===== config.mk =====
export PLATFORM = sky130hd
export DESIGN_NAME = data_mem_responder_flat
export DESIGN_NICKNAME = d
export VERILOG_FILES = /design/src/rtl/data_mem_responder_pkg.sv /design/src/rtl/data_mem_responder_if.sv /design/src/rtl/data_mem_responder_word_ram.sv /design/src/rtl/data_mem_responder.sv /design/src/flat_wrapper.sv
export SDC_FILE = /design/constraint.sdc
export NUM_CORES = 2
export LEC_CHECK = 0
export BUFFER_PORTS_ARGS = -buffer_cell sky130_fd_sc_hd__clkbuf_2
export CAP_MARGIN = 10
export CORE_MARGIN = 10
export CORE_UTILIZATION = 45
export CTS_CLUSTER_DIAMETER = 30
export DETAILED_ROUTE_END_ITERATION = 10
export MAX_ROUTING_LAYER = met4
export RECOVER_POWER = 25
export SLEW_MARGIN = 20
export SYNTH_ARGS = -nofsm -noshare
export SYNTH_HDL_FRONTEND = slang
export SYNTH_HIERARCHICAL = 1
export SYNTH_SLANG_ARGS = --single-unit

===== constraint.sdc =====
create_clock -name clk -period 8 [get_ports clk]
set_input_delay 0.8 -clock clk [delete_from_list [all_inputs] [get_ports clk]]
set_output_delay 0.8 -clock clk [all_outputs]
set_load 0.01 [all_outputs]

===== src/rtl/data_mem_responder_pkg.sv =====
// Shared types and helpers for the data-memory responder.
// Holds the FSM state enum, word geometry and the address check.
package mem_resp_pkg;

   typedef enum logic [1:0] {
      IDLE = 2'd0,
      WAIT = 2'd1,
      RESP = 2'd2
   } mem_state_t;

   localparam int WORD_BYTES = 8;
   localparam int WORD_SHIFT = 3;

   // Returns 1 when the access must be rejected: the byte
   // address is not word aligned, or the word index is past
   // the end of storage.
   function automatic logic addr_ok(
      input logic [63:0] addr,
      input int          depth
   );
      logic [63:0] widx;
      widx = addr >> WORD_SHIFT;
      return (addr[2:0] != 3'd0) ||
             (widx >= 64'(unsigned'(depth)));
   endfunction

endpackage


===== src/rtl/data_mem_responder_if.sv =====
// Request/response bundle between datapath and data memory.
// master = processor side, slave = memory responder side.
interface data_mem_responder_if #(
   parameter int DATA_W = 64
);

   logic              req_valid;
   logic              req_ready;
   logic              req_write;
   logic [63:0]       req_addr;
   logic [DATA_W-1:0] req_wdata;
   logic              rsp_valid;
   logic              rsp_ready;
   logic [DATA_W-1:0] rsp_rdata;
   logic              rsp_error;

   modport master (
      output req_valid, req_write, req_addr, req_wdata,
      output rsp_ready,
      input  req_ready, rsp_valid, rsp_rdata, rsp_error
   );

   modport slave (
      input  req_valid, req_write, req_addr, req_wdata,
      input  rsp_ready,
      output req_ready, rsp_valid, rsp_rdata, rsp_error
   );

endinterface


===== src/rtl/data_mem_responder_word_ram.sv =====
// Word storage: DEPTH x DATA_W, synchronous write, async read.
// Ports: clk, we, waddr, wdata, raddr, rdata. No reset.
module word_ram #(
   parameter int DATA_W = 64,
   parameter int DEPTH  = 32,
   parameter int AW     = $clog2(DEPTH)
) (
   input  logic              clk,
   input  logic              we,
   input  logic [AW-1:0]     waddr,
   input  logic [DATA_W-1:0] wdata,
   input  logic [AW-1:0]     raddr,
   output logic [DATA_W-1:0] rdata
);

   logic [DATA_W-1:0] mem [DEPTH];

   always_ff @(posedge clk) begin
      if (we) begin
         mem[waddr] <= wdata;
      end
   end

   assign rdata = mem[raddr];

endmodule


===== src/rtl/data_mem_responder.sv =====
// Data-memory responder: one access at a time, LATENCY waits.
// Ports: clk, reset_n, bus (slave side of the req/rsp bundle).
module data_mem_responder
   import mem_resp_pkg::*;
#(
   parameter int DATA_W  = 64,
   parameter int DEPTH   = 32,
   parameter int LATENCY = 2
) (
   input  logic                 clk,
   input  logic                 reset_n,
   data_mem_responder_if.slave  bus
);

   localparam int AW = $clog2(DEPTH);
   localparam logic [3:0] LAT_LAST =
      4'(LATENCY == 0 ? 0 : LATENCY - 1);

   mem_state_t        state_q, state_d;
   logic [3:0]        cnt_q, cnt_d;
   logic              write_q, write_d;
   logic [63:0]       addr_q, addr_d;
   logic [DATA_W-1:0] wdata_q, wdata_d;
   logic [DATA_W-1:0] rdata_q, rdata_d;
   logic              err_q, err_d;

   logic              eff_write;
   logic [63:0]       eff_addr;
   logic [DATA_W-1:0] eff_wdata;
   logic              eff_err;
   logic              commit;
   logic              ram_we;
   logic [DATA_W-1:0] ram_rdata;

   // In IDLE a zero-latency access commits on its accept
   // edge, before the latches hold it, so use the live bus.
   always_comb begin
      eff_write = write_q;
      eff_addr  = addr_q;
      eff_wdata = wdata_q;
      if (state_q == IDLE) begin
         eff_write = bus.req_write;
         eff_addr  = bus.req_addr;
         eff_wdata = bus.req_wdata;
      end
      eff_err = addr_ok(eff_addr, DEPTH);
   end

   always_comb begin
      state_d = state_q;
      cnt_d   = cnt_q;
      write_d = write_q;
      addr_d  = addr_q;
      wdata_d = wdata_q;
      rdata_d = rdata_q;
      err_d   = err_q;
      commit  = 1'b0;
      unique case (state_q)
         IDLE: begin
            if (bus.req_valid) begin
               write_d = bus.req_write;
               addr_d  = bus.req_addr;
               wdata_d = bus.req_wdata;
               cnt_d   = 4'd0;
               if (LATENCY == 0) begin
                  state_d = RESP;
                  commit  = 1'b1;
               end else begin
                  state_d = WAIT;
               end
            end
         end
         WAIT: begin
            if (cnt_q == LAT_LAST) begin
               state_d = RESP;
               cnt_d   = 4'd0;
               commit  = 1'b1;
            end else begin
               cnt_d = cnt_q + 4'd1;
            end
         end
         RESP: begin
            if (bus.rsp_ready) begin
               state_d = IDLE;
               rdata_d = '0;
               err_d   = 1'b0;
            end
         end
         default: state_d = IDLE;
      endcase
      // Load data is sampled on the commit edge, so it sees
      // every store committed by earlier accesses.
      if (commit) begin
         err_d   = eff_err;
         rdata_d = (eff_write || eff_err) ? '0 : ram_rdata;
      end
   end

   assign ram_we = commit && eff_write && !eff_err;

   always_ff @(posedge clk or negedge reset_n) begin
      if (!reset_n) begin
         state_q <= IDLE;
         cnt_q   <= 4'd0;
         write_q <= 1'b0;
         addr_q  <= '0;
         wdata_q <= '0;
         rdata_q <= '0;
         err_q   <= 1'b0;
      end else begin
         state_q <= state_d;
         cnt_q   <= cnt_d;
         write_q <= write_d;
         addr_q  <= addr_d;
         wdata_q <= wdata_d;
         rdata_q <= rdata_d;
         err_q   <= err_d;
      end
   end

   word_ram #(
      .DATA_W (DATA_W),
      .DEPTH  (DEPTH),
      .AW     (AW)
   ) u_ram (
      .clk   (clk),
      .we    (ram_we),
      .waddr (eff_addr[WORD_SHIFT +: AW]),
      .wdata (eff_wdata),
      .raddr (eff_addr[WORD_SHIFT +: AW]),
      .rdata (ram_rdata)
   );

   assign bus.req_ready = (state_q == IDLE);
   assign bus.rsp_valid = (state_q == RESP);
   assign bus.rsp_rdata = rdata_q;
   assign bus.rsp_error = err_q;

endmodule


===== src/flat_wrapper.sv =====
// flat-port wrapper written by rule: the top's interface ports become plain ports
module data_mem_responder_flat import mem_resp_pkg::*;
#(
   parameter int DATA_W  = 64,
   parameter int DEPTH   = 32,
   parameter int LATENCY = 2
)
  (clk, reset_n, bus_req_valid, bus_req_write, bus_req_addr, bus_req_wdata, bus_rsp_ready, bus_req_ready, bus_rsp_valid, bus_rsp_rdata, bus_rsp_error);
  data_mem_responder_if #(.DATA_W(DATA_W)) bus_i ();
  input  logic clk;
  input  logic reset_n;
  input wire logic [$bits(bus_i.req_valid)-1:0] bus_req_valid;
  input wire logic [$bits(bus_i.req_write)-1:0] bus_req_write;
  input wire logic [$bits(bus_i.req_addr)-1:0] bus_req_addr;
  input wire logic [$bits(bus_i.req_wdata)-1:0] bus_req_wdata;
  input wire logic [$bits(bus_i.rsp_ready)-1:0] bus_rsp_ready;
  output wire logic [$bits(bus_i.req_ready)-1:0] bus_req_ready;
  output wire logic [$bits(bus_i.rsp_valid)-1:0] bus_rsp_valid;
  output wire logic [$bits(bus_i.rsp_rdata)-1:0] bus_rsp_rdata;
  output wire logic [$bits(bus_i.rsp_error)-1:0] bus_rsp_error;
  assign bus_i.req_valid = bus_req_valid;
  assign bus_i.req_write = bus_req_write;
  assign bus_i.req_addr = bus_req_addr;
  assign bus_i.req_wdata = bus_req_wdata;
  assign bus_i.rsp_ready = bus_rsp_ready;
  assign bus_req_ready = bus_i.req_ready;
  assign bus_rsp_valid = bus_i.rsp_valid;
  assign bus_rsp_rdata = bus_i.rsp_rdata;
  assign bus_rsp_error = bus_i.rsp_error;
  data_mem_responder #(.DATA_W(DATA_W), .DEPTH(DEPTH), .LATENCY(LATENCY)) u_core (.clk(clk), .reset_n(reset_n), .bus(bus_i));
endmodule

==> results.txt <==
- The share of total power dissipated in combinational logic is approximately 27%.
* Total power draw: roughly 0.047 W
- GRT overflow: 0
- Period Utilization, post-route: 77.7%
* Number of flops mapped to enable cells by yosys: ~2000
- Summed over all failing endpoints, the final setup total negative slack is 0 ns.
- Cells after synthesis: about 4000
- Die width: ~460 um
- Max-slew violation total from the final report: 315
- Once the floorplan was initialized, standard cells occupied a little under half of the core.
* Cell with the most instances after synthesis: edfxtp_1
- Dividing total power by cell area gives a power density of between 400 and 500 nW/um2.
- Row generation in the floorplan step produced 160 rows.
- Detail-routed via count per cell: slightly below 6
* Total Routed Length: around 230000 um
- After global routing, the most crowded layer is met2.
* Synthesis Warnings: 6
* Register bit total from synthesis: 2248
- Status: finished, violations left
* Wire length of the first global-routing pass: 329000 um
- The synthesized design spends more area on one cell type than any other, namely edfxtp_1.
- Total clock buffers created by CTS: 458
* Post-detailed-route count of antenna-violating nets: 0
- For this design the static power due to leakage is 36.2 nW.
* Routability congestion estimate from global placement: about 0.75
* DRC violations left: 0
- After filler insertion, the fill cell instance count of the layout stands at approximately 14000.
- The number of different library cells used by synthesis comes to 52.
* Initial antenna violation count: 5
- After synthesis, the most frequently instantiated cells are edfxtp_1, nand2_1, mux4_2, dfrtp_1, clkbuf_1.
- Sequential cells burn 33.5% of the power.
- Layout-stage area growth over the synthesis result: 23.2%
* Share of async-settable or async-resettable flops after synthesis: approximately 9%
- The number of antenna diodes in the final layout is 0.
* Pint: about 0.033 W
- Headroom to the max-slew limit came out at -303%.
* IO Count: 200
* Data arrival time of the critical path: around 6.8 ns
- The die covers roughly 210000 um2.
- Met1 routing resource usage after global routing: a little under 30%
- Global routing used 22.1% of the available tracks.
- Nature of the critical path startpoint: flop
- Detailed placer's ending HPWL: between 100000 and 150000 um
* Global routing usage on met3: between 3 and 4%
- The detailed router placed around 44000 vias in this run.
- CTS tree: done
- The via count of the first global-routing pass was ~46000.
- In this run the tool buffered the top-level ports with 199 buffer cells.
* CP Capture Type: flop
- Fraction of final layout cells with drive strength greater than 1: 33.7%
* Number of post-CTS setup repair buffers: 0
- Worst slew pin tran: just over 6 ns
- In the synthesized netlist the dominant register cell turns out to be edfxtp_1.
- Final setup violation count: 0
- The later pin in the worst-skew pair is clocked with a latency of approximately 1 ns.
- Maximum clock insertion buffer count: 4
- Initial drt markers: 4522
- Crit Path Class: flop to flop
* Met2 global-route usage: between 30% and 40%
* H-Tree Depth: 5
- Across all register-to-register paths, the minimum setup slack is between 1.5 and 2 ns.
- Clock transition at the registers of the reported paths: about 0.050 ns
* Pin count of the biggest net entering global routing: roughly 120
- Total number of nets in the final design: 4757
- Critical path required time: roughly 8.6 ns
* Syn_nets: ~4200
* Final worst path period need: between 6 and 7 ns
- The tree is rooted in a clkbuf_16.
* Worst hold path class: input pin to flop
* Routed wire per std cell: 30.1 um
- Share of the synthesized area in the top cell type: between 70% and 80%
- The first TritonRoute pass finished after 8 iterations.
- Summed instance area of the synthesized netlist: about 86000 um2
- Clock Sinks: ~2200
* Top achievable clock speed: between 150 and 200 MHz
- Placeable core region: around 190000 um2
- Most area-consuming cells after synthesis: edfxtp_1, mux4_2, dfrtp_1
- Proportion of total power due to net switching: about 29%
- Max-capacitance violation count: 7
- Of the synthesized area, sequential elements account for 77.0%.
* Violated checks: capacitance limit, slew limit
* Setup repair after global routing missed its margin: false
- Power dissipated by switching net loads: around 0.014 W
* Portion of total power attributed to the clock network: slightly below 40%
- Chip Height: between 400 and 500 um
* Clock tree skew after final layout: between 0.08 and 0.09 ns
- Highest ir drop seen on vdd: between 0.4 and 0.5 mV
- In this run the mean area of a mapped cell was about 21 um2.
- Number of failing hold endpoints at the final stage: 0
* Largest fanout on the critical path: between 70 and 80
layout make-up:
type / count / area [um2] / share of cell area (%)
clock buffers: 523 / 12000 / 11.3
multi-input cells: 1568 / 19100 / 17.9
flip-flops and latches: 2248 / 66500 / 62.5
repair buffers: 341 / 2340 / 2.20
inverters: 5 / 23.8 / 0.0223
clock inverters: 313 / 3330 / 3.13
well taps: 2511 / 3140 / 2.95
layer usage:
layer	share of wire, %	up-vias
met5	0	-
li1	-	17914
met4	2.1	0
met2	50	1827
met3	6.9	330
met1	41	23516
cells by family (layout without fill, tap and decap cells):
group | after synthesis | after routing | synth area share [%]
AO/OA/AOI/OAI | 128 | 128 | 1.20
adder cells (fa/ha/maj) | 2 | 2 | 0.0290
buffers and inverters | 219 | 1182 | 1.29
flip-flops | 2248 | 2248 | 77.0
multiplexers | 716 | 716 | 17.1
AND/OR/NAND/NOR | 722 | 722 | 3.37
registers in the layout, summed over array words and instances (netlist names):
name                  flops
u_core/write_q            1
u_core/bus.rsp_error      1
u_core/u_ram/mem       2048
u_core/state_q            2
u_core/addr_q            64
u_core/bus.rsp_rdata     64
u_core/wdata_q           64
u_core/cnt_q              4
what timing repair did:
action	in CTS	in global routing
endpoints found under the hold margin	117	0
endpoints found under the setup margin	0	0
hold buffers	43	0
gates resized for setup	0	0
metrics by stage:
stage / instance area (um2) / cells / utilization, % / hold slack (ns) / setup slack, ns
6_report: 106000 / 7509 / 55.8 / 0.0617 / 1.78
5_1_grt: 106000 / 7509 / 55.8 / 0.0403 / 0.760
4_1_cts: 107000 / 7509 / 55.9 / 0.000348 / 1.74
3_5_place_dp: 90800 / 6630 / 47.6 / 0.461 / 1.79
3_3_place_gp: 90800 / 6630 / 47.6 / 0.457 / 1.91
2_1_floorplan: 86400 / 4035 / - / 0.445 / 2.28
placed cells by master (no fill, tap or decap), types with 70 or more instances in the layout:
master,count
buf_4,72
clkbuf_1,116
clkbuf_16,466
clkbuf_2,132
clkinv_2,70
dfrtp_1,200
edfxtp_1,2048
mux2_2,75
mux4_2,602
nand2_1,598
worst paths after layout:
kind	cells after the start	to	start
worst min register to register	2	u_core/wdata_q[34]$_DFFE_PN0P_	u_core/wdata_q[34]$_DFFE_PN0P_
max in group asynchronous	2	u_core/bus.rsp_rdata[56]$_DFFE_PN0P_	reset_n
worst max register to register	9	u_core/u_ram/mem[16][53]$_DFFE_PP_	u_core/state_q[0]$_DFFE_PN0P_
worst max-delay path	9	u_core/u_ram/mem[16][53]$_DFFE_PP_	u_core/state_q[0]$_DFFE_PN0P_
min in group asynchronous	2	u_core/addr_q[55]$_DFFE_PN0P_	reset_n
worst min-delay path	3	u_core/addr_q[34]$_DFFE_PN0P_	bus_req_addr[34]
power groups by stage:
stage               clock network [W]  registers, W  logic [W]
global route                   0.0195        0.0157     0.0136
finish                         0.0186        0.0157     0.0126
CTS                            0.0188        0.0157     0.0129
global placement                    0        0.0159     0.0127
detailed placement                  0        0.0159     0.0129
floorplan                           0        0.0157    0.00891
critical path, cell delays in order, from the launching register on:
cell and delay [ns]:
dfrtp_1 0.48, or2_4 0.58, clkinv_4 0.73, nor4_1 0.49
nand4_1 0.19, nor3_1 0.84, buf_4 0.27, or3b_2 0.68
nor2_4 0.97, buf_12 0.44
No activity file was read; power rests on OpenSTA's default activity.
